`config.mk`:
```
export PLATFORM = sky130hd
export DESIGN_NAME = bs_tag_allocator
export DESIGN_NICKNAME = d
export VERILOG_FILES = /design/src/rtl/bs_tag_allocator_pkg.sv /design/src/rtl/bs_tag_picker.sv /design/src/rtl/bs_tag_allocator.sv
export SDC_FILE = /design/constraint.sdc
export NUM_CORES = 1
export LEC_CHECK = 0
export CORE_AREA = 2 2 105 76
export DETAILED_ROUTE_END_ITERATION = 10
export DIE_AREA = 0 0 107 78
export PLACE_DENSITY = 0.54
export SLEW_MARGIN = 25
export SYNTH_ARGS = -nofsm -noshare
export SYNTH_HDL_FRONTEND = slang
export SYNTH_HIERARCHICAL = 1
export SYNTH_SLANG_ARGS = --single-unit
```
`constraint.sdc`:
```
create_clock -name i_clock -period 6.6 [get_ports i_clock]
set_input_delay 1.32 -clock i_clock [delete_from_list [all_inputs] [get_ports i_clock]]
set_output_delay 1.32 -clock i_clock [all_outputs]
set_load 0.02 [all_outputs]
```
`src/rtl/bs_tag_allocator_pkg.sv`:
```
// Shared sizing, types and debug view for the branch-stack tag allocator.
package bs_tag_allocator_pkg;

    localparam int unsigned B_MASK_WIDTH = 4;
    localparam int unsigned DISP_WIDTH   = 2;
    localparam int unsigned CNT_WIDTH    = $clog2(B_MASK_WIDTH + 1);

    typedef logic [B_MASK_WIDTH-1:0] b_mask_t;
    typedef logic [DISP_WIDTH-1:0]   disp_vec_t;

    typedef struct packed {
        b_mask_t                      live_mask;
        b_mask_t [B_MASK_WIDTH-1:0]   dep_mask;
    } bs_alloc_debug_t;

    function automatic logic [CNT_WIDTH-1:0] count_free(input b_mask_t live);
        return CNT_WIDTH'($countones(~live));
    endfunction

endpackage

```
`src/rtl/bs_tag_picker.sv`:
```
// Priority picker: returns the Picks lowest set bits of i_free as one-hot vectors, lowest first.
module bs_tag_picker #(
    parameter int unsigned Width = 4,
    parameter int unsigned Picks = 2
) (
    input  logic [Width-1:0]            i_free,
    output logic [Picks-1:0][Width-1:0] o_pick,
    output logic [Picks-1:0]            o_pick_valid
);

    logic [Width-1:0] w_remaining;

    always_comb begin
        w_remaining  = i_free;
        o_pick       = '0;
        o_pick_valid = '0;
        for (int p = 0; p < Picks; p++) begin
            // Isolate lowest set bit, then remove it for the next pick.
            o_pick[p]       = w_remaining & (~w_remaining + {{(Width-1){1'b0}}, 1'b1});
            o_pick_valid[p] = |w_remaining;
            w_remaining     = w_remaining & ~o_pick[p];
        end
    end

endmodule

```
`src/rtl/bs_tag_allocator.sv`:
```
// Branch-stack tag allocator: in-order dispatch grants, one-hot tag allocation,
// dependency masks, and tag release on correct resolve or mispredict squash.
module bs_tag_allocator
    import bs_tag_allocator_pkg::*;
(
    input  logic                                 i_clock,
    input  logic                                 i_reset,
    input  logic [DISP_WIDTH-1:0]                i_disp_valid,
    input  logic [DISP_WIDTH-1:0]                i_disp_is_branch,
    input  logic                                 i_resolve_valid,
    input  logic [B_MASK_WIDTH-1:0]              i_resolve_bmm,
    input  logic                                 i_resolve_mispred,
    output logic [DISP_WIDTH-1:0]                o_disp_grant,
    output logic [DISP_WIDTH*B_MASK_WIDTH-1:0]   o_disp_tag,
    output logic [DISP_WIDTH*B_MASK_WIDTH-1:0]   o_disp_b_mask,
    output logic [B_MASK_WIDTH-1:0]              o_next_b_mask,
    output logic [CNT_WIDTH-1:0]                 o_free_count,
    output logic                                 o_full
);

    b_mask_t                    r_live_mask;
    b_mask_t [B_MASK_WIDTH-1:0] r_dep_mask;
    logic [CNT_WIDTH-1:0]       r_free_count;
    logic                       r_full;

    logic                                 w_hit;
    logic                                 w_correct;
    logic                                 w_mispred;
    b_mask_t                              w_squash_set;
    b_mask_t                              w_cleared;
    b_mask_t                              w_live_kept;
    logic [DISP_WIDTH-1:0][B_MASK_WIDTH-1:0] w_pick;
    logic [DISP_WIDTH-1:0]                w_pick_valid;
    disp_vec_t                            w_grant;
    logic [DISP_WIDTH-1:0][B_MASK_WIDTH-1:0] w_tag;
    logic [DISP_WIDTH-1:0][B_MASK_WIDTH-1:0] w_b_mask;
    b_mask_t                              w_new_tags;
    logic                                 w_tag_conflict;
    b_mask_t                              w_live_d;
    b_mask_t [B_MASK_WIDTH-1:0]           w_dep_d;

    // A resolve naming a tag that is not live is ignored entirely.
    assign w_hit     = i_resolve_valid & (|(i_resolve_bmm & r_live_mask));
    assign w_correct = w_hit & ~i_resolve_mispred;
    assign w_mispred = w_hit & i_resolve_mispred;

    always_comb begin
        w_squash_set = i_resolve_bmm;
        for (int t = 0; t < B_MASK_WIDTH; t++) begin
            if (|(r_dep_mask[t] & i_resolve_bmm)) w_squash_set[t] = 1'b1;
        end
        w_squash_set = w_squash_set & r_live_mask;
    end

    assign w_cleared   = w_correct ? i_resolve_bmm : (w_mispred ? w_squash_set : '0);
    assign w_live_kept = r_live_mask & ~w_cleared;

    // Picks come from the registered live mask so freed tags wait a cycle.
    bs_tag_picker #(
        .Width (B_MASK_WIDTH),
        .Picks (DISP_WIDTH)
    ) u_picker (
        .i_free       (~r_live_mask),
        .o_pick       (w_pick),
        .o_pick_valid (w_pick_valid)
    );

    always_comb begin
        int unsigned v_used;
        logic        v_blocked;
        b_mask_t     v_acc;
        v_used         = 0;
        v_blocked      = 1'b0;
        v_acc          = '0;
        w_grant        = '0;
        w_tag          = '0;
        w_b_mask       = '0;
        w_tag_conflict = 1'b0;
        for (int i = 0; i < DISP_WIDTH; i++) begin
            w_b_mask[i] = w_live_kept | v_acc;
            if (i_disp_valid[i]) begin
                if (!v_blocked && !w_mispred) begin
                    if (i_disp_is_branch[i]) begin
                        for (int k = 0; k < DISP_WIDTH; k++) begin
                            if (k == v_used && w_pick_valid[k]) begin
                                w_tag[i]   = w_pick[k];
                                w_grant[i] = 1'b1;
                            end
                        end
                        if (w_grant[i]) v_used = v_used + 1;
                    end else begin
                        w_grant[i] = 1'b1;
                    end
                end
                if (!w_grant[i]) v_blocked = 1'b1;
                w_tag_conflict = w_tag_conflict | (|(v_acc & w_tag[i]))
                                 | (|(r_live_mask & w_tag[i]));
                v_acc = v_acc | w_tag[i];
            end
        end
        w_new_tags = v_acc;
    end

    assign w_live_d = w_live_kept | w_new_tags;

    always_comb begin
        for (int t = 0; t < B_MASK_WIDTH; t++) begin
            w_dep_d[t] = w_cleared[t] ? '0 : (r_dep_mask[t] & ~w_cleared);
            for (int i = 0; i < DISP_WIDTH; i++) begin
                if (w_grant[i] && w_tag[i][t]) w_dep_d[t] = w_b_mask[i];
            end
        end
    end

    always_ff @(posedge i_clock or negedge i_reset) begin
        if (!i_reset) begin
            r_live_mask  <= '0;
            r_dep_mask   <= '0;
            r_free_count <= CNT_WIDTH'(B_MASK_WIDTH);
            r_full       <= 1'b0;
        end else begin
            r_live_mask  <= w_live_d;
            r_dep_mask   <= w_dep_d;
            r_free_count <= count_free(w_live_d);
            r_full       <= &w_live_d;
        end
    end

    assign o_disp_grant  = i_reset ? w_grant  : '0;
    assign o_disp_tag    = i_reset ? w_tag    : '0;
    assign o_disp_b_mask = i_reset ? w_b_mask : '0;
    assign o_next_b_mask = i_reset ? w_live_d : '0;
    assign o_free_count  = r_free_count;
    assign o_full        = r_full;

`ifdef DEBUG
    bs_alloc_debug_t w_debug;
    assign w_debug = '{live_mask: r_live_mask, dep_mask: r_dep_mask};
`endif

    a_bmm_onehot0: assert property (@(posedge i_clock) disable iff (!i_reset)
        $onehot0(i_resolve_bmm));
    a_tag_exclusive: assert property (@(posedge i_clock) disable iff (!i_reset)
        !w_tag_conflict);

endmodule
```
==> results.cfg <==
[place]
io_buffers = 37
dp.cells = 336
postPlaceCellArea_um2 = 2210
place.gp.congestion = 0.890
hpwl_um = 4530

[layout]
final_cell_mix = 37 x clkdlybuf4s50_1, 21 x nand2_1, 20 x o21ai_0
nFillCells = 765
syn2layout_area_growth_pct = 27.5
drive_gt1_share_pct = 12.4
layout.cells.non_filler = 340
n_antenna_cell = 0
nets = 259
mostFrequentLayoutCell = clkdlybuf4s50_1
finalInstanceArea_um2 = 2280

[timing]
hold_violations = 0
max_slew_margin_pct = 41.9
setup_viol = 0
finalMaxSlewViolations = 0
finalSetupTns_ns = 0
min_period_ns = 5.48
clock_skew_ns = 0.00244
period_share_pct = 83.0
rsz0062_at_grt = no
worstMarginPinSlew_ns = 0.859
fmax_mhz = 182

[die]
die-area_um2 = 8350
die_w_um = 107
chipHeight_um = 78
io_pins = 38
placeableCoreArea_um2 = 7250
rows = 26
start_util_pct = 24.6

[cts]
cts.sinks = 20
ctsHoldBuffers = 0
cts_tree = yes
post_cts_buffers = 0
post_cts_resized = 0
cts_made_buffers = 3
cts.path.max_buffers = 2
cts_root_buffer = clkbuf_8
h-tree-depth = 1
cts.clk_slew.worst_paths_ns = 0.08
clkLatencyLatePin_ns = 0.27

[route]
drc = 0
drtIter0Drc = 236
wl_um = 6010
firstDrtPassIters = 5
wl_per_cell_um = 17.7
via_per_inst = 5.46
postRouteAntennaNets = 0
num_vias = 1858

[critical_path]
worstSetupEndpointType = output pin
cp_data_required_time_ns = 5.28
path_cells = clkdlybuf4s50_1 -> a22oi_4 -> a21oi_2 -> a22oi_1 -> a21o_2 -> and2_1 -> clkdlybuf4s50_1
cp.depth = 7
path_buf_inv = 2
critical_path.max_stage_delay_ns = 0.67
crit_top_cell = clkdlybuf4s50_1
crit_path_max_fanout = 10
cp.arrival_ns = 4.16
path_class = input pin to output pin
start_kind = input pin
slowest_stage = a22oi_1
crit_family = compound AO/OA/AOI/OAI gates
r2r_cells = 11

[outcome]
status = complete, no violations

[yosys]
synthesis.instances = 210
syn_nets = 226
ys_ff_latch = 20
synth_edf_count = 0
synthTopCellsByArea = dfrtp_1 27%, o21ai_0 5.6%, a21oi_1 4.5%
synth_flop_cell = dfrtp_1
netlist-cell-type-count = 57
yosys_warnings = 6
async_flop_share_pct = 100
syn_area_um2 = 1790
syn_area_per_cell_um2 = 8.51
ys_seq_area_share_pct = 28.1
yosysTopAreaCellShare_pct = 26.6
synth_largest_area_cell = dfrtp_1

[grt]
grt_max_degree = 23
grt_use_total_pct = 14.6
grt_pass1_vias = 1720
antenna_found_initial = 0
overflow = 0
grt_pass1_wl_um = 9490

[pwr]
power.leakage_nw = 0.925
ir_drop_uv = 246
cellPowerDensity_nw_per_um2 = 400

[job]
max-cap-violations = 0

[min_path]
hp-class = flop to flop
hold_depth = 2
per-stage QoR:
step                total power [mW]  util [%]  hold WS (ns)  setup slack, ns
detailed placement             0.768      30.4         0.560             1.21
finish                         0.911      31.4         0.584             1.12
CTS                            0.904      31.4         0.571             1.18
global placement               0.774      30.4         0.577             1.17
global route                   0.970      31.4         0.598            0.987
floorplan                      0.590         -         0.505             2.30
cells by family (layout without fill, tap and decap cells):
family	after synthesis	in the layout	share of synthesized area (%)
other	1	1	0.210
buffers and inverters	22	54	7.21
and+or+nand+nor	79	79	26.5
muxes	2	2	1.12
adders and majority gates	4	4	3.22
AOI/OAI and AO/OA	81	81	33.1
DFF	20	20	28.1
xor gates and xnor gates	1	1	0.490
power breakdown:
part	total [mW]	internal (mW)	switching, mW
Combinational	0.540	0.216	0.324
Sequential	0.243	0.178	0.0651
Clock	0.128	0.0811	0.0471
Total	0.911	0.475	0.436
synth_stat cells, types with 2 or more instances:
cell	count
a22o_1	4
mux2i_1	2
clkbuf_1	2
nand2b_1	2
buf_6	4
buf_4	4
inv_1	11
and2_1	12
nand3_1	4
nand4_1	3
a211oi_1	3
a32oi_1	2
a21oi_1	16
nor2_1	7
a22oi_2	4
dfrtp_1	19
and4_1	2
a31oi_1	6
a22oi_4	2
and3_1	8
o211ai_1	2
nand2_1	21
a22oi_1	8
nor2b_1	5
o21ai_0	20
a21o_2	3
ha_1	3
a21oi_4	2
flip-flops by register name, indices dropped and copies added (netlist names):
register,cells
o_full,1
r_live_mask,4
r_dep_mask,12
o_free_count,3
metal layers:
layer / GRT usage [%] / routed length, µm / up-vias
met5: 0 / 0 / -
met4: 2.21 / 55 / 0
met3: 3.87 / 694 / 8
met2: 20.6 / 2460 / 130
met1: 22.3 / 2810 / 886
li1: - / - / 834
worst min-delay path: stages, from the launching register on:
cell and delay [ns]:
dfrtp_1 0.39, nand4_1 0.09, a22oi_1 0.07
cell type report:
| class | count | area [µm²] | share of cell area (%) |
|---|---|---|---|
| multi-input cells | 168 | 1160 | 50.7 |
| flip-flops and latches | 20 | 502 | 22.0 |
| clock buffers | 3 | 41.3 | 1.81 |
| repair buffers | 39 | 385 | 16.9 |
| inverters | 11 | 41.3 | 1.81 |
| well taps | 98 | 123 | 5.38 |
| clock inverters | 1 | 30.0 | 1.32 |
path summary, 6_finish.rpt:
| kind | start | endpoint | slack, ns |
|---|---|---|---|
| max in group asynchronous | i_reset | o_free_count[2]$_DFF_PN1_ | 4.32 |
| min reg2reg | r_dep_mask[11]$_DFF_PN0_ | r_dep_mask[11]$_DFF_PN0_ | 0.58 |
| min | r_dep_mask[11]$_DFF_PN0_ | r_dep_mask[11]$_DFF_PN0_ | 0.58 |
| max | i_resolve_bmm[0] | o_next_b_mask[0] | 1.12 |
| max reg2reg | r_live_mask[0]$_DFF_PN0_ | o_free_count[1]$_DFF_PN0_ | 3.20 |
| min in group asynchronous | i_reset | r_dep_mask[12]$_DFF_PN0_ | 1.50 |
Power figures use the tool's default switching activity.
